File: src/rtl/board_redraw_scheduler.sv
// Minesweeper board redraw scheduler: walks all 64 tiles of an 8x8 board,
// emitting one 19x14 pixel block per tile to a VGA adapter, using a snapshot
// of the board maps taken at the start of each frame.
module board_redraw_scheduler (
    input  logic        clk,
    input  logic        resetn,
    input  logic        start,
    input  logic [63:0] mine_map,
    input  logic [63:0] flag_map,
    input  logic [63:0] step_map,
    input  logic        reveal_all,
    output logic [7:0]  x,
    output logic [6:0]  y,
    output logic [2:0]  color,
    output logic        plot,
    output logic        busy,
    output logic        done
);

    localparam int unsigned PX_W      = 5;
    localparam int unsigned PY_W      = 4;
    localparam int unsigned TILE_W    = 6;
    localparam int unsigned PX_LAST   = 18;
    localparam int unsigned PY_LAST   = 13;
    localparam int unsigned TILE_LAST = 63;
    localparam int unsigned PITCH_X   = 20;
    localparam int unsigned PITCH_Y   = 15;

    localparam logic [2:0] COL_RED   = 3'b100;
    localparam logic [2:0] COL_WHITE = 3'b111;
    localparam logic [2:0] COL_GREEN = 3'b010;
    localparam logic [2:0] COL_BLUE  = 3'b001;

    typedef enum logic [1:0] {
        IDLE  = 2'd0,
        LATCH = 2'd1,
        DRAW  = 2'd2,
        DONE  = 2'd3
    } state_t;

    state_t              state;
    state_t              state_nxt;
    logic                pending;
    logic                clr_pending;
    logic [PX_W-1:0]     px;
    logic [PY_W-1:0]     py;
    logic [TILE_W-1:0]   tile;
    logic [63:0]         snap_mine;
    logic [63:0]         snap_flag;
    logic [63:0]         snap_step;
    logic                snap_reveal;
    logic                px_wrap;
    logic                py_wrap;
    logic                last_pixel;

    assign px_wrap    = (px == PX_W'(PX_LAST));
    assign py_wrap    = (py == PY_W'(PY_LAST));
    assign last_pixel = px_wrap && py_wrap && (tile == TILE_W'(TILE_LAST));

    // State register
    always_ff @(posedge clk or negedge resetn) begin
        if (!resetn) begin
            state <= IDLE;
        end else begin
            state <= state_nxt;
        end
    end

    // Next-state and status decode
    always_comb begin
        state_nxt   = state;
        plot        = 1'b0;
        busy        = 1'b0;
        done        = 1'b0;
        clr_pending = 1'b0;
        case (state)
            IDLE: begin
                if (start) begin
                    state_nxt = LATCH;
                end
            end
            LATCH: begin
                busy      = 1'b1;
                state_nxt = DRAW;
            end
            DRAW: begin
                busy = 1'b1;
                plot = 1'b1;
                if (last_pixel) begin
                    state_nxt = DONE;
                end
            end
            DONE: begin
                done = 1'b1;
                // A request arriving in this very cycle still triggers a rerun
                if (pending || start) begin
                    state_nxt   = LATCH;
                    clr_pending = 1'b1;
                end else begin
                    state_nxt = IDLE;
                end
            end
            default: begin
                state_nxt = IDLE;
            end
        endcase
    end

    // Coalesce requests made while a frame is in flight into one rerun
    always_ff @(posedge clk or negedge resetn) begin
        if (!resetn) begin
            pending <= 1'b0;
        end else if (clr_pending) begin
            pending <= 1'b0;
        end else if (start && (state != IDLE)) begin
            pending <= 1'b1;
        end
    end

    // Board snapshot, taken once per frame
    always_ff @(posedge clk or negedge resetn) begin
        if (!resetn) begin
            snap_mine   <= '0;
            snap_flag   <= '0;
            snap_step   <= '0;
            snap_reveal <= 1'b0;
        end else if (state == LATCH) begin
            snap_mine   <= mine_map;
            snap_flag   <= flag_map;
            snap_step   <= step_map;
            snap_reveal <= reveal_all;
        end
    end

    // Pixel and tile counters: px fastest, then py, then tile
    always_ff @(posedge clk or negedge resetn) begin
        if (!resetn) begin
            px   <= '0;
            py   <= '0;
            tile <= '0;
        end else if (state == LATCH) begin
            px   <= '0;
            py   <= '0;
            tile <= '0;
        end else if (state == DRAW) begin
            if (px_wrap) begin
                px <= '0;
                if (py_wrap) begin
                    py   <= '0;
                    tile <= tile + TILE_W'(1);
                end else begin
                    py <= py + PY_W'(1);
                end
            end else begin
                px <= px + PX_W'(1);
            end
        end
    end

    // Pixel coordinates from tile position and in-tile offset
    always_comb begin
        x = 8'(tile[2:0]) * 8'(PITCH_X) + 8'(px);
        y = 7'(tile[5:3]) * 7'(PITCH_Y) + 7'(py);
    end

    // Tile colour, highest priority first
    always_comb begin
        color = COL_BLUE;
        if (snap_step[tile] && snap_mine[tile]) begin
            color = COL_RED;
        end else if (snap_step[tile]) begin
            color = COL_WHITE;
        end else if (snap_flag[tile]) begin
            color = COL_GREEN;
        end else if (snap_reveal && snap_mine[tile]) begin
            color = COL_RED;
        end
    end

endmodule

File: config.mk
export PLATFORM = sky130hd
export DESIGN_NAME = board_redraw_scheduler
export DESIGN_NICKNAME = d
export VERILOG_FILES = /design/src/rtl/board_redraw_scheduler.sv
export SDC_FILE = /design/constraint.sdc
export NUM_CORES = 1
export LEC_CHECK = 0
export ABC_AREA = 1
export ABC_CLOCK_PERIOD_IN_PS = 8180
export CORE_MARGIN = 4
export CORE_UTILIZATION = 45
export CTS_CLUSTER_DIAMETER = 150
export DETAILED_ROUTE_END_ITERATION = 16
export GPL_ROUTABILITY_DRIVEN = 0
export GPL_TIMING_DRIVEN = 0
export PLACE_DENSITY_LB_ADDON = 0.15
export SLEW_MARGIN = 40
export SYNTH_ARGS = -nofsm -noshare
export SYNTH_HDL_FRONTEND = slang
export SYNTH_SLANG_ARGS = --single-unit
export TNS_END_PERCENT = 1
File: constraint.sdc
create_clock -name clk -period 8.18 [get_ports clk]
set_clock_uncertainty 0.15 [all_clocks]
set_input_delay 0.818 -clock clk [delete_from_list [all_inputs] [get_ports clk]]
set_output_delay 0.818 -clock clk [all_outputs]
set_load 0.1 [all_outputs]
# After elaboration in Yosys (flattened, before gate mapping)
# Index checks and enable logic that the tools add are counted.
[totals]
rom_bits = 0
elab_cells = 73
in_bits = 196
mem_count = 0
ramBits = 0
output_inout_bits = 21
regBits = 211
latch_bits = 0
[op_classes]
muxes = 32
n_reduce_logical = 16
shift = 0
n_addsub = 5
div_mod_pow = 0
n_bitwise = 0
magnitude_cmp = 1
mul = 2
n_eq_ne = 8
[ops]
columns = ["cell", "n"]
rows = [
  ["$mux 6", 4],
  ["$bmux 1 s6", 3],
  ["$mux 4", 4],
  ["$mux 5", 3],
  ["$mux 3", 4],
  ["$mux 1", 11],
  ["$reduce_bool 2->1", 5],
  ["$add 8x5->8", 1],
  ["$pmux 2 s4", 1],
  ["$add 7x4->7", 1],
  ["$lt 6x7->1 const B", 1],
  ["$mul 3x4->7 const B", 1],
  ["$add 6x1->6 const B", 1],
  ["$eq 6x6->1 const B", 1],
  ["$mul 3x3->6 const B", 1],
  ["$add 5x1->5 const B", 1],
  ["$eq 5x5->1 const B", 1],
  ["$logic_and 1x1->1", 5],
  ["$add 4x1->4 const B", 1],
  ["$eq 2x2->1 const B", 2],
  ["$eq 4x4->1 const B", 1],
  ["$mux 2", 2],
  ["$ne 2x2->1 const B", 2],
  ["$reduce_and 2->1", 2],
  ["other kinds (5)", 5],
]

# Longest topological paths before layout
[depth]
ltp_word = 7
mapped_depth = 14

# Worst setup path before layout
# Ideal clock, no wire load.
[synth_timing]
kind = "register -> output"
from = "reg tile[4]"
to = "out y[6]"
setup_slack_ns = 3.336
stages_incl_launch_ff = 13
t_arrival_ns = 3.876
cell_sequence = "dfrtp_1 -> fa_1 -> inv_1 -> fa_1 -> inv_1 -> ha_1 -> a21oi_1 -> inv_1 -> a31oi_1 -> nor2_1 -> o21ai_0 -> nand2_1 -> xor2_1"
[synth_between]
elab_chain_len = 2
[synth_rtl]
columns = ["item", "line_no", "text"]
rows = [
  ["from (decl)", "47", "logic [TILE_W-1:0] tile;"],
  ["from (signal assigned)", "150", "tile <= tile + TILE_W'(1);"],
  ["$mul 3x4->7", "163", "y = 7'(tile[5:3]) * 7'(PITCH_Y) + 7'(py);"],
  ["$add 7x4->7", "163", ""],
  ["to (decl)", "13", "output logic [6:0] y,"],
]
# Every way passes these cells.

# Worst setup path after layout
# Same ends and word-level chain as after synthesis.

==> flow_results.org <==
** Run status
- Run status :: complete, no violations

** STA
- Slew Limit Fails :: 0
- Final critical-path required period :: about 4900 ps
- Fin crit share :: between 50% and 60%
- RSZ-0062 raised after global routing :: no
- Setup violations remaining at the end of the flow were counted as 0.
- Tightest hold margin :: 37.16 ps
- The number of hold-slack violations in the final timing report was 0.
- Headroom to the max-slew limit :: 44.64%
- Post-route setup TNS :: 0 ps
- For the pin with the worst max-slew slack, the measured transition is slightly above 800 ps.
- Highest clock rate :: 0.2039 GHz

** Cells and area
- Count of placed standard cells in the final layout, fillers left out :: roughly 2000
- Once layout is done, the placed cells without fillers occupy 14170 um^2.
- Compared with the post-synthesis result, the final layout area differs by 31.54%.
- Antenna Diode Count :: 0
- Utilization after layout :: 60.18%
- The sequential cells in the finished layout cover a total of roughly 5300 um^2.
- Cells with a size suffix above 1 make up under 10% of the layout.
- The layout has about 2200 filler cells.
- After the last flow step, the layout net total stands at 1880.
- Multi-input gate area :: around 4400 um^2

** CTS
- TritonCTS buffer count :: 24
- Post-CTS resize count :: 0
- CTS tree :: done
- In this run, post-CTS hold repair placed 0 buffers.
- Post-CTS timing repair inserted 0 buffers for setup.
- Clock root buffer :: sky130_fd_sc_hd__clkbuf_16
- Insertion delay to the later sink of the worst-skew pair :: 510 ps
- Clock Path Buffers :: 3
- Clk pin slew, worst setup/hold paths :: 60 ps
- Sink Count :: around 210
- In this run the number of H-tree levels came out at 1.

** Synthesis
- For this run, the number of Yosys warnings is 0.
- sky130_fd_sc_hd__dfrtp_1 takes more of the synthesized area than any other cell.
- Area fraction of the dominant cell type after synthesis :: 49.02%
- Cell Area, Synth :: 10770 um^2
- Summing the sequential cell areas from Yosys gives around half of the chip area.
- Number of distinct library cell variants in the gate-level netlist after synthesis :: 31
- Post-synth top flop :: sky130_fd_sc_hd__dfrtp_1
- Number of register bits inferred by synthesis :: 211
- After synthesis, the mean cell area works out to ~7.7 um^2.
- Synthesis produced a netlist with a net count of 1635.
- Post-synth EDFFs :: 0
- Fraction of registers with async set/reset :: 100.0%
- Counting every instance in the synthesized netlist gives 1407.
- Top post-synthesis cells by area :: sky130_fd_sc_hd__dfrtp_1 (49%), sky130_fd_sc_hd__nand2_1 (17%), sky130_fd_sc_hd__o21ai_0 (8.4%), sky130_fd_sc_hd__inv_1 (6.6%), sky130_fd_sc_hd__nand3_1 (5.5%)

** Setup path
- CP required :: 7210 ps
- Library cell appearing most often on the critical path :: sky130_fd_sc_hd__fa_1
- The number of cells on the worst reg-to-reg path is 7.
- Data arrival at the endpoint of the critical path :: 3940 ps
- Kind of cell adding the most delay to the critical path :: adder cells
- The worst register-to-register path ends at snap_mine[41].
- Crit Path Max Fanout :: 11
- The largest individual stage delay along the critical path comes from the cell sky130_fd_sc_hd__dfrtp_1.
- Worst r2r src :: state[1]
- Startpoint type of the worst setup path :: flop
- Worst Setup End Kind :: primary output
- On the worst path, the slowest cell contributes a delay of 760 ps.
- Together, buffers and inverters on the worst path number 2.
- The critical path is of the reg -> out type.
- Walking the worst path, the cells encountered are fa_1 > fa_1 > ha_1 > a21oi_1 > inv_1 > a31oi_1 > nor2_1 > o21ai_0 > nand2_1 > xor2_1 > buf_2.
- Register-to-Register Setup Slack :: 5510 ps

** Placed design
- Port buffer count :: 216
- Post-detail-place hpwl :: 26170 um
- In this run the cell area measured after placement is between 10000 and 15000 um^2.
- Counting tap cells, the placed design contains a total of about 2000 instances.

** GRT
- Global-route wire length before repair :: 55650 um
- Global routing consumed, over all layers together, 26.98% of the routing resources.
- For this run the aggregate overflow at the end of global routing stands at 0.
- Maximum number of pins on one net before global-route repair :: 69
- The via count of the first global-routing pass came to just over 10000.
- The number of antenna violations at the first check in global routing came to 0.

** Worst hold path
- In this run the worst hold path is classified as in -> async.

** Drt
- Routed via count :: 10217
- Dividing the detail-routed via count by the number of cells gives 5.137.
- DRT Pass-1 Iters :: 5
- Total wirelength of the detailed-routed design :: 36090 um
- Number of remaining DRC errors :: 0
- Drt wl/cell :: 18.14 um
- Number of DRC violations after detailed-routing iteration 0 :: approximately 970
- Residual antenna-violating net count after detailed routing :: 0

** Floorplan
- Chip width :: 162.7 um
- Number of core rows :: 56
- The die covers 26470 um^2.
- The core region is 23540 um^2.
- Chip Height :: 162.7 um
- Number of top-level design ports :: 217
- Starting utilization of the core area :: 45.75%

** Pwr
- Across the VDD grid, the largest voltage drop is ~0.00074 V.
- For this design the ratio of total power to cell area is 408.2 nW/um^2.
- Leakage power :: 6.939 nW

** Job
- Max-cap violations in this run came to 0.
logic make-up after synthesis:
kind of cell | share of synthesized area, %
AO/OA/AOI/OAI | 11.69
multiplexers | 0.09294
adder cells (fa/ha/maj) | 4.136
buffers and inverters | 10.34
XOR/XNOR | 0.8945
flip-flops | 49.02
AND/OR/NAND/NOR | 23.83
area by class of cell:
| class | count | area share (%) |
|---|---|---|
| Multi-Input combinational cell | 921 | 30.89 |
| Inverter | 194 | 5.140 |
| Buffer | 81 | 2.720 |
| Timing Repair Buffer | 219 | 15.14 |
| Clock inverter | 11 | 1.113 |
| Sequential cell | 211 | 37.27 |
| Tap cell | 319 | 2.817 |
| Clock buffer | 33 | 4.910 |
placed cells by master (no fill, tap or decap), drive strengths merged, types with 4 or more instances in the layout:
cell type	instances
dfrtp	211
nor2	29
bufinv	4
xor2	7
buf	59
clkinv	7
o21ai	181
xnor2	4
fa	6
inv	193
nand3	118
nand2	486
o211ai	23
a21oi	29
clkbuf	80
clkdlybuf4s50	194
ha	26
where the power goes:
part	leakage [nW]	total, mW	switching [mW]	internal (mW)
registers	2.61	1.75	0.202	1.55
clock network	0.422	1.16	0.436	0.720
logic	3.91	2.87	2.09	0.789
total	6.94	5.78	2.72	3.06
worst max path at each step:
stage,endpoint,cells past startpoint,slack (ps),start
after floorplan,y[6],12,3340,tile[4]
after global placement,snap_flag[58],1,-2940,resetn
after detailed placement,y[6],11,3820,tile[4]
after CTS,y[6],11,3260,tile[4]
after global routing,y[6],11,2990,tile[4]
final,y[6],11,3270,tile[4]
metrics by stage:
step                      setup slack [ps]  power [mW]
after floorplan                       3336       3.725
after global placement               -2936       4.595
after detailed placement              3815       4.597
after CTS                             3256       5.763
after global routing                  2986       6.181
final                                 3274       5.783
state kept, by name, indices dropped and copies added (netlist names):
register	cells
state	2
snap_step	64
pending	1
tile	6
py	4
snap_mine	64
snap_flag	64
snap_reveal	1
px	5
cell usage after synthesis (11+ instances only):
cell / instances
sky130_fd_sc_hd__buf_2: 19
sky130_fd_sc_hd__buf_4: 11
sky130_fd_sc_hd__nand2_1: 486
sky130_fd_sc_hd__o21ai_0: 180
sky130_fd_sc_hd__nand3_1: 118
sky130_fd_sc_hd__a21oi_1: 29
sky130_fd_sc_hd__ha_1: 26
sky130_fd_sc_hd__o211ai_1: 23
sky130_fd_sc_hd__clkbuf_1: 46
sky130_fd_sc_hd__inv_1: 189
sky130_fd_sc_hd__dfrtp_1: 211
sky130_fd_sc_hd__nor2_1: 28
per-layer routing:
metal | part of all wire (%) | global-route usage, %
met1 | 43 | 37.80
met5 | 0 | 0
met2 | 47 | 44.34
met3 | 7.8 | 4.024
met4 | 2.6 | 7.015
Note: power is estimated with default switching activity, not from simulation.
